## src/rtl/bht_resolve_queue.sv

```systemverilog
// bht_resolve_queue: in-order in-flight branch tracker, prediction to resolve.
// Macro BHT_RESOLVE_STATS_EN builds the total/miss statistics counters.
module bht_resolve_queue #(
  parameter int DEPTH = 4,
  parameter int PC_W  = 9,
  parameter int CNT_W = 16
) (
  input  logic                    clk,
  input  logic                    reset,
  input  logic                    pred_valid,
  input  logic [PC_W-1:0]         pred_pc,
  input  logic                    pred_taken,
  output logic                    pred_ready,
  input  logic                    res_valid,
  input  logic                    res_taken,
  output logic                    upd_valid,
  output logic [PC_W-1:0]         upd_pc,
  output logic                    upd_taken,
  output logic                    mispredict,
  output logic                    underflow,
  output logic [$clog2(DEPTH):0]  occupancy,
  output logic [CNT_W-1:0]        total_cnt,
  output logic [CNT_W-1:0]        miss_cnt
);

  localparam int AW = $clog2(DEPTH);
  localparam logic [AW:0] PTR_ONE = 1;

  typedef struct packed {
    logic [PC_W-1:0] pc;
    logic            pred;
  } ent_t;

  ent_t        mem [DEPTH];
  ent_t        head;
  logic [AW:0] wr_ptr;
  logic [AW:0] rd_ptr;
  logic        empty;
  logic        full;
  logic        do_enq;
  logic        do_res;
  logic        miss;

  assign empty = (wr_ptr == rd_ptr);
  assign full = (wr_ptr[AW-1:0] == rd_ptr[AW-1:0]) &&
                (wr_ptr[AW] != rd_ptr[AW]);
  assign pred_ready = !full;
  assign occupancy = wr_ptr - rd_ptr;
  assign head = mem[rd_ptr[AW-1:0]];

  assign do_enq = pred_valid && !full;
  assign do_res = res_valid && !empty;
  assign miss = do_res && (head.pred != res_taken);

  // Wrong-path fetch in the mispredict cycle must not land in the queue
  always_ff @(posedge clk) begin
    if (do_enq && !miss) begin
      mem[wr_ptr[AW-1:0]] <= '{pc: pred_pc, pred: pred_taken};
    end
  end

  always_ff @(posedge clk or negedge reset) begin
    if (!reset) begin
      wr_ptr     <= '0;
      rd_ptr     <= '0;
      upd_valid  <= 1'b0;
      upd_pc     <= '0;
      upd_taken  <= 1'b0;
      mispredict <= 1'b0;
      underflow  <= 1'b0;
    end else begin
      if (do_res) begin
        rd_ptr    <= rd_ptr + PTR_ONE;
        upd_pc    <= head.pc;
        upd_taken <= res_taken;
      end
      if (miss) begin
        wr_ptr <= rd_ptr + PTR_ONE;
      end else if (do_enq) begin
        wr_ptr <= wr_ptr + PTR_ONE;
      end
      upd_valid  <= do_res;
      mispredict <= miss;
      if (res_valid && empty) begin
        underflow <= 1'b1;
      end
    end
  end

`ifdef BHT_RESOLVE_STATS_EN
  localparam logic [CNT_W-1:0] CNT_ONE = 1;

  always_ff @(posedge clk or negedge reset) begin
    if (!reset) begin
      total_cnt <= '0;
      miss_cnt  <= '0;
    end else begin
      if (do_res && (total_cnt != '1)) begin
        total_cnt <= total_cnt + CNT_ONE;
      end
      if (miss && (miss_cnt != '1)) begin
        miss_cnt <= miss_cnt + CNT_ONE;
      end
    end
  end
`else
  assign total_cnt = '0;
  assign miss_cnt  = '0;
`endif

endmodule

```

## config.mk

```make
export PLATFORM = sky130hd
export DESIGN_NAME = bht_resolve_queue
export DESIGN_NICKNAME = d
export VERILOG_FILES = /design/src/rtl/bht_resolve_queue.sv
export SDC_FILE = /design/constraint.sdc
export NUM_CORES = 1
export LEC_CHECK = 0
export CAP_MARGIN = 20
export CORE_MARGIN = 2
export CORE_UTILIZATION = 49
export CTS_CLUSTER_SIZE = 8
export DETAILED_ROUTE_END_ITERATION = 10
export PLACE_DENSITY = 0.79
export SLEW_MARGIN = 10
export SYNTH_ARGS = -nofsm -noshare
export SYNTH_HDL_FRONTEND = slang
export SYNTH_SLANG_ARGS = --single-unit
```

## constraint.sdc

```tcl
create_clock -name clk -period 4.3 [get_ports clk]
set_clock_uncertainty 0.2 [all_clocks]
set_input_delay 1.29 -clock clk [delete_from_list [all_inputs] [get_ports clk]]
set_output_delay 1.29 -clock clk [all_outputs]
set_load 0.01 [all_outputs]
```

==> results.env <==
CORE_AREA_UM2=5172
HOLD-PATH-ENDPOINT='underflow'
ROWS=26
DETAILROUTE.VIA_COUNT=1310
PLACE.GP.CONGESTION=0.7524
CLKSLEWWORSTSETUPHOLDPATHS_PS=60
MAX_STAGE_DELAY_CELL_WORST_PATH='sky130_fd_sc_hd__clkdlybuf4s50_1'
STATUS='completed'
PATH_CLASS='flop to primary output'
MIN_PATH_CELLS=1
POST_ROUTE_ANTENNA_NET_VIOLATION_COUNT=0
HTREE_LEVELS=3
NETLIST_INSTANCES=158
CTS.SINKS=59
CLOCKBUFFERDEPTH=2
DRT_PASS1_ITERATIONS=4
SYNTHTOLAYOUTAREAGROWTH_PCT=20.00
IOS=64
TIMING.FINAL.CRIT_SHARE_PCT=83.46
POSTCTSHOLDBUFS=0
INITIAL_CORE_UTIL_PCT=51.52
ANTENNA_CELLS_INSERTED=0
GRT_FIRST_PASS_WIRELENGTH_UM=6637
SETUP_REPAIR_AFTER_GLOBAL_ROUTING_MISSED_ITS_MARGIN='no'
CRITICAL_PATH.REG2REG.STARTPOINT='rd_ptr[0]'
WORST-R2R-SETUP-SLACK_PS=1760
AVGVIACOUNTPERCELL=4.679
SYNTH_ENABLE_FLOP_CELLS=40
GRT_MAX_DEGREE=20
SYNTH_SEQ_CELLS=59
FINISH.NET_COUNT=228
WORST_SETUP_PATH_START_KIND='flop'
R2R-END='mem[2][5]'
PORT-BUFFER-COUNT=31
SEQ_AREA_FRAC_SYNTH_PCT=62.91
POST_DRT_WL_PER_CELL_UM=14.46
SLOWEST_STAGE_DELAY_ON_CRITICAL_PATH_PS=550
FINAL_LAYOUT_SIZE_SUFFIX_GT1_SHARE_PCT=20.48
MAX-SLEW-MARGIN-REL_PCT=38.25
CELLS_AFTER_DPL=264
FINAL_MAX_SLEW_VIOL_COUNT=0
MIN_FROM='underflow'
CP.ARRIVAL_PS=2100
NUMBER_OF_UNIQUE_STANDARD_CELL_TYPES_USED_BY_SYNTHESIS=27
TIMING.FINAL.HOLD_VIOLATIONS=0
FLOORPLAN.DIE.HEIGHT_UM=77.75
POWER_LEAKAGE_nW=1.240
CTS_REPAIR_RESIZE_COUNT=0
SYNTH_FF_TYPE='sky130_fd_sc_hd__edfxtp_1'
YOSYSTOPAREACELLSHARE_PCT=45.07
SYNTH_LARGEST_AREA_CELL='sky130_fd_sc_hd__edfxtp_1'
SYNTH.CELL_AREA_UM2=2665
TOTAL_NEGATIVE_SETUP_SLACKS_PS=0
CTS_ROOT_BUF='sky130_fd_sc_hd__clkbuf_8'
SYNTH_MOST_COMMON_CELL='sky130_fd_sc_hd__edfxtp_1'
R2R.WORST_PATH.CELLS=6
WORST-ENDPOINT-REQUIRED_PS=2810
CHIPWIDTH_UM=77.75
FMAX_MHz=278.7
WIRELENGTH_UM=4049
FINAL_CELL_COUNT_NO_FILL=280
FINAL.FILL_COUNT=394
YS_TOP_CELLS_BY_AREA='sky130_fd_sc_hd__edfxtp_1 45%, sky130_fd_sc_hd__dfrtp_1 18%, sky130_fd_sc_hd__buf_4 9.3%, sky130_fd_sc_hd__mux4_2 8.5%, sky130_fd_sc_hd__ha_1 3.3%'
DETAILED_PLACEMENT_HPWL_UM=2888
CLK_LATENCY_PS=330
DIE_AREA_UM2=6045
WORST-SLEW-PIN-TRANSITION_PS=923.3
TIMING.CRITICAL_PATH.CELLS='inv_1 > ha_1 > fa_1 > xnor2_1 > clkdlybuf4s50_1'
CTS_TREE='yes'
SYNTHARSTFLOPSHARE_PCT=32.20
TIMING.FINAL.CRIT_PERIOD_PS=3589
GR-USAGE-ALL-LAYERS_PCT=15.22
SYNTH-WARNING-COUNT=0
SETUP.WORST_PATH.END_CLASS='primary output'
CTS.REPAIR_TIMING.SETUP_BUFFER_COUNT=0
WORST-PATH-MAX-FANOUT=4
WORST_HOLD_PATH_TYPE='flop to flop'
CTS_INSERTED_BUFFERS=9
ANTENNA_FOUND_INITIAL=0
NETLIST_TOP_CELLS_COUNT='40 x sky130_fd_sc_hd__edfxtp_1, 33 x sky130_fd_sc_hd__buf_4, 19 x sky130_fd_sc_hd__dfrtp_1, 10 x sky130_fd_sc_hd__mux4_2'
DETAILEDROUTE.FIRSTITERATIONVIOLATIONS=69
SYNTH_AREA_PER_CELL_UM2=16.87
DRC_ERRORS=0
WORST_IR_DROP_VDD_V=0.0003900
FINALSETUPVIOLATIONS=0
SUM_OF_OVERFLOW_ACROSS_ALL_LAYERS_AFTER_GLOBAL_ROUTING=0
POWERDENSITY_nW_PER_UM2=752.6
DRV_CAP=0
FIRST_GLOBAL_VIAS=1301
[power by group]
part           switching, mW  internal [mW]
sequential            0.0778          0.794
clock                  0.204          0.321
combinational          0.473          0.537
total                  0.755           1.65
[worst max-delay path, delay by kind of cell (launching register included)]
family	cells	cell delay, ps
flip-flops	1	380
adder cells (fa/ha/maj)	2	590
XOR/XNOR	1	150
buffers and inverters	2	660
[logic make-up after synthesis]
logic type / count (synthesis) / share of synthesized area (%)
compound gates: 5 / 2.066
xor+xnor: 9 / 3.803
fa+ha+maj: 8 / 4.037
buf+inv: 41 / 10.47
flops: 59 / 62.91
mux: 23 / 13.99
other cells: 1 / 0.1407
simple gates: 12 / 2.582
[per-stage QoR]
| step | worst slack (ps) | hold slack (ps) | utilization (%) | total power [mW] | area [µm²] |
|---|---|---|---|---|---|
| final | 711.3 | 265.9 | 61.83 | 2.407 | 3198 |
| after CTS | 695.0 | 269.9 | 61.83 | 2.444 | 3198 |
| after detailed placement | 1058 | 261.9 | 57.81 | 1.906 | 2990 |
| after global placement | 1081 | 257.5 | 57.81 | 1.887 | 2990 |
| after global routing | 587.5 | 287.1 | 61.83 | 2.567 | 3198 |
| after floorplan | 1283 | 303.2 | - | 1.526 | 2781 |
[how the worst max path moves through the flow]
stage	startpoint	endpoint	slack, ps	cells past startpoint
finish	wr_ptr[0]	occupancy[2]	710	5
global placement	wr_ptr[0]	occupancy[2]	1080	5
global route	wr_ptr[0]	occupancy[2]	590	5
CTS	wr_ptr[0]	occupancy[2]	690	5
detailed placement	wr_ptr[0]	occupancy[2]	1060	5
floorplan	rd_ptr[1]	mem[3][0]	1280	7
[area by class of cell]
cell class	instances	area, µm²	area share (%)
Clock buffer	10	127.6	3.991
Clock inverter	6	80.08	2.504
Inverter	6	22.52	0.7042
Multi-Input combinational cell	89	825.8	25.82
Sequential cell	59	1677	52.43
Tap cell	70	87.58	2.739
Timing Repair Buffer	40	377.9	11.82
[cells in the final DEF (no fill, tap or decap), drive strengths merged]
master and instances:
o211ai 1, edfxtp 40, nor2 1, o21ai 3
mux2i 2, inv 6, nand3 1, mux2 11
fa 1, clkbuf 10, buf 9, clkinvlp 1
nand2 6, ha 7, nor3b 4, xnor2 7
clkinv 3, clkdlybuf4s50 31, bufinv 2, dfrtp 19
conb 32, a41o 1, mux4 10, xor2 2
[registers in the layout, summed over array words and instances (netlist names)]
register	cells
underflow	1
rd_ptr	3
mispredict	1
upd_valid	1
mem	40
wr_ptr	3
upd_pc	9
upd_taken	1
[metal layers]
metal  vias to the layer above  routed length, µm  track usage [%]  part of all wire (%)
met5                         -                  0                0                     0
met4                         0                 85            9.643                   2.1
met3                        10                204            3.953                   5.0
met2                        52               1970            23.62                    49
met1                       643               1789            19.04                    44
li1                        605                  -                -                     -
Note: power is estimated with default switching activity, not from simulation.
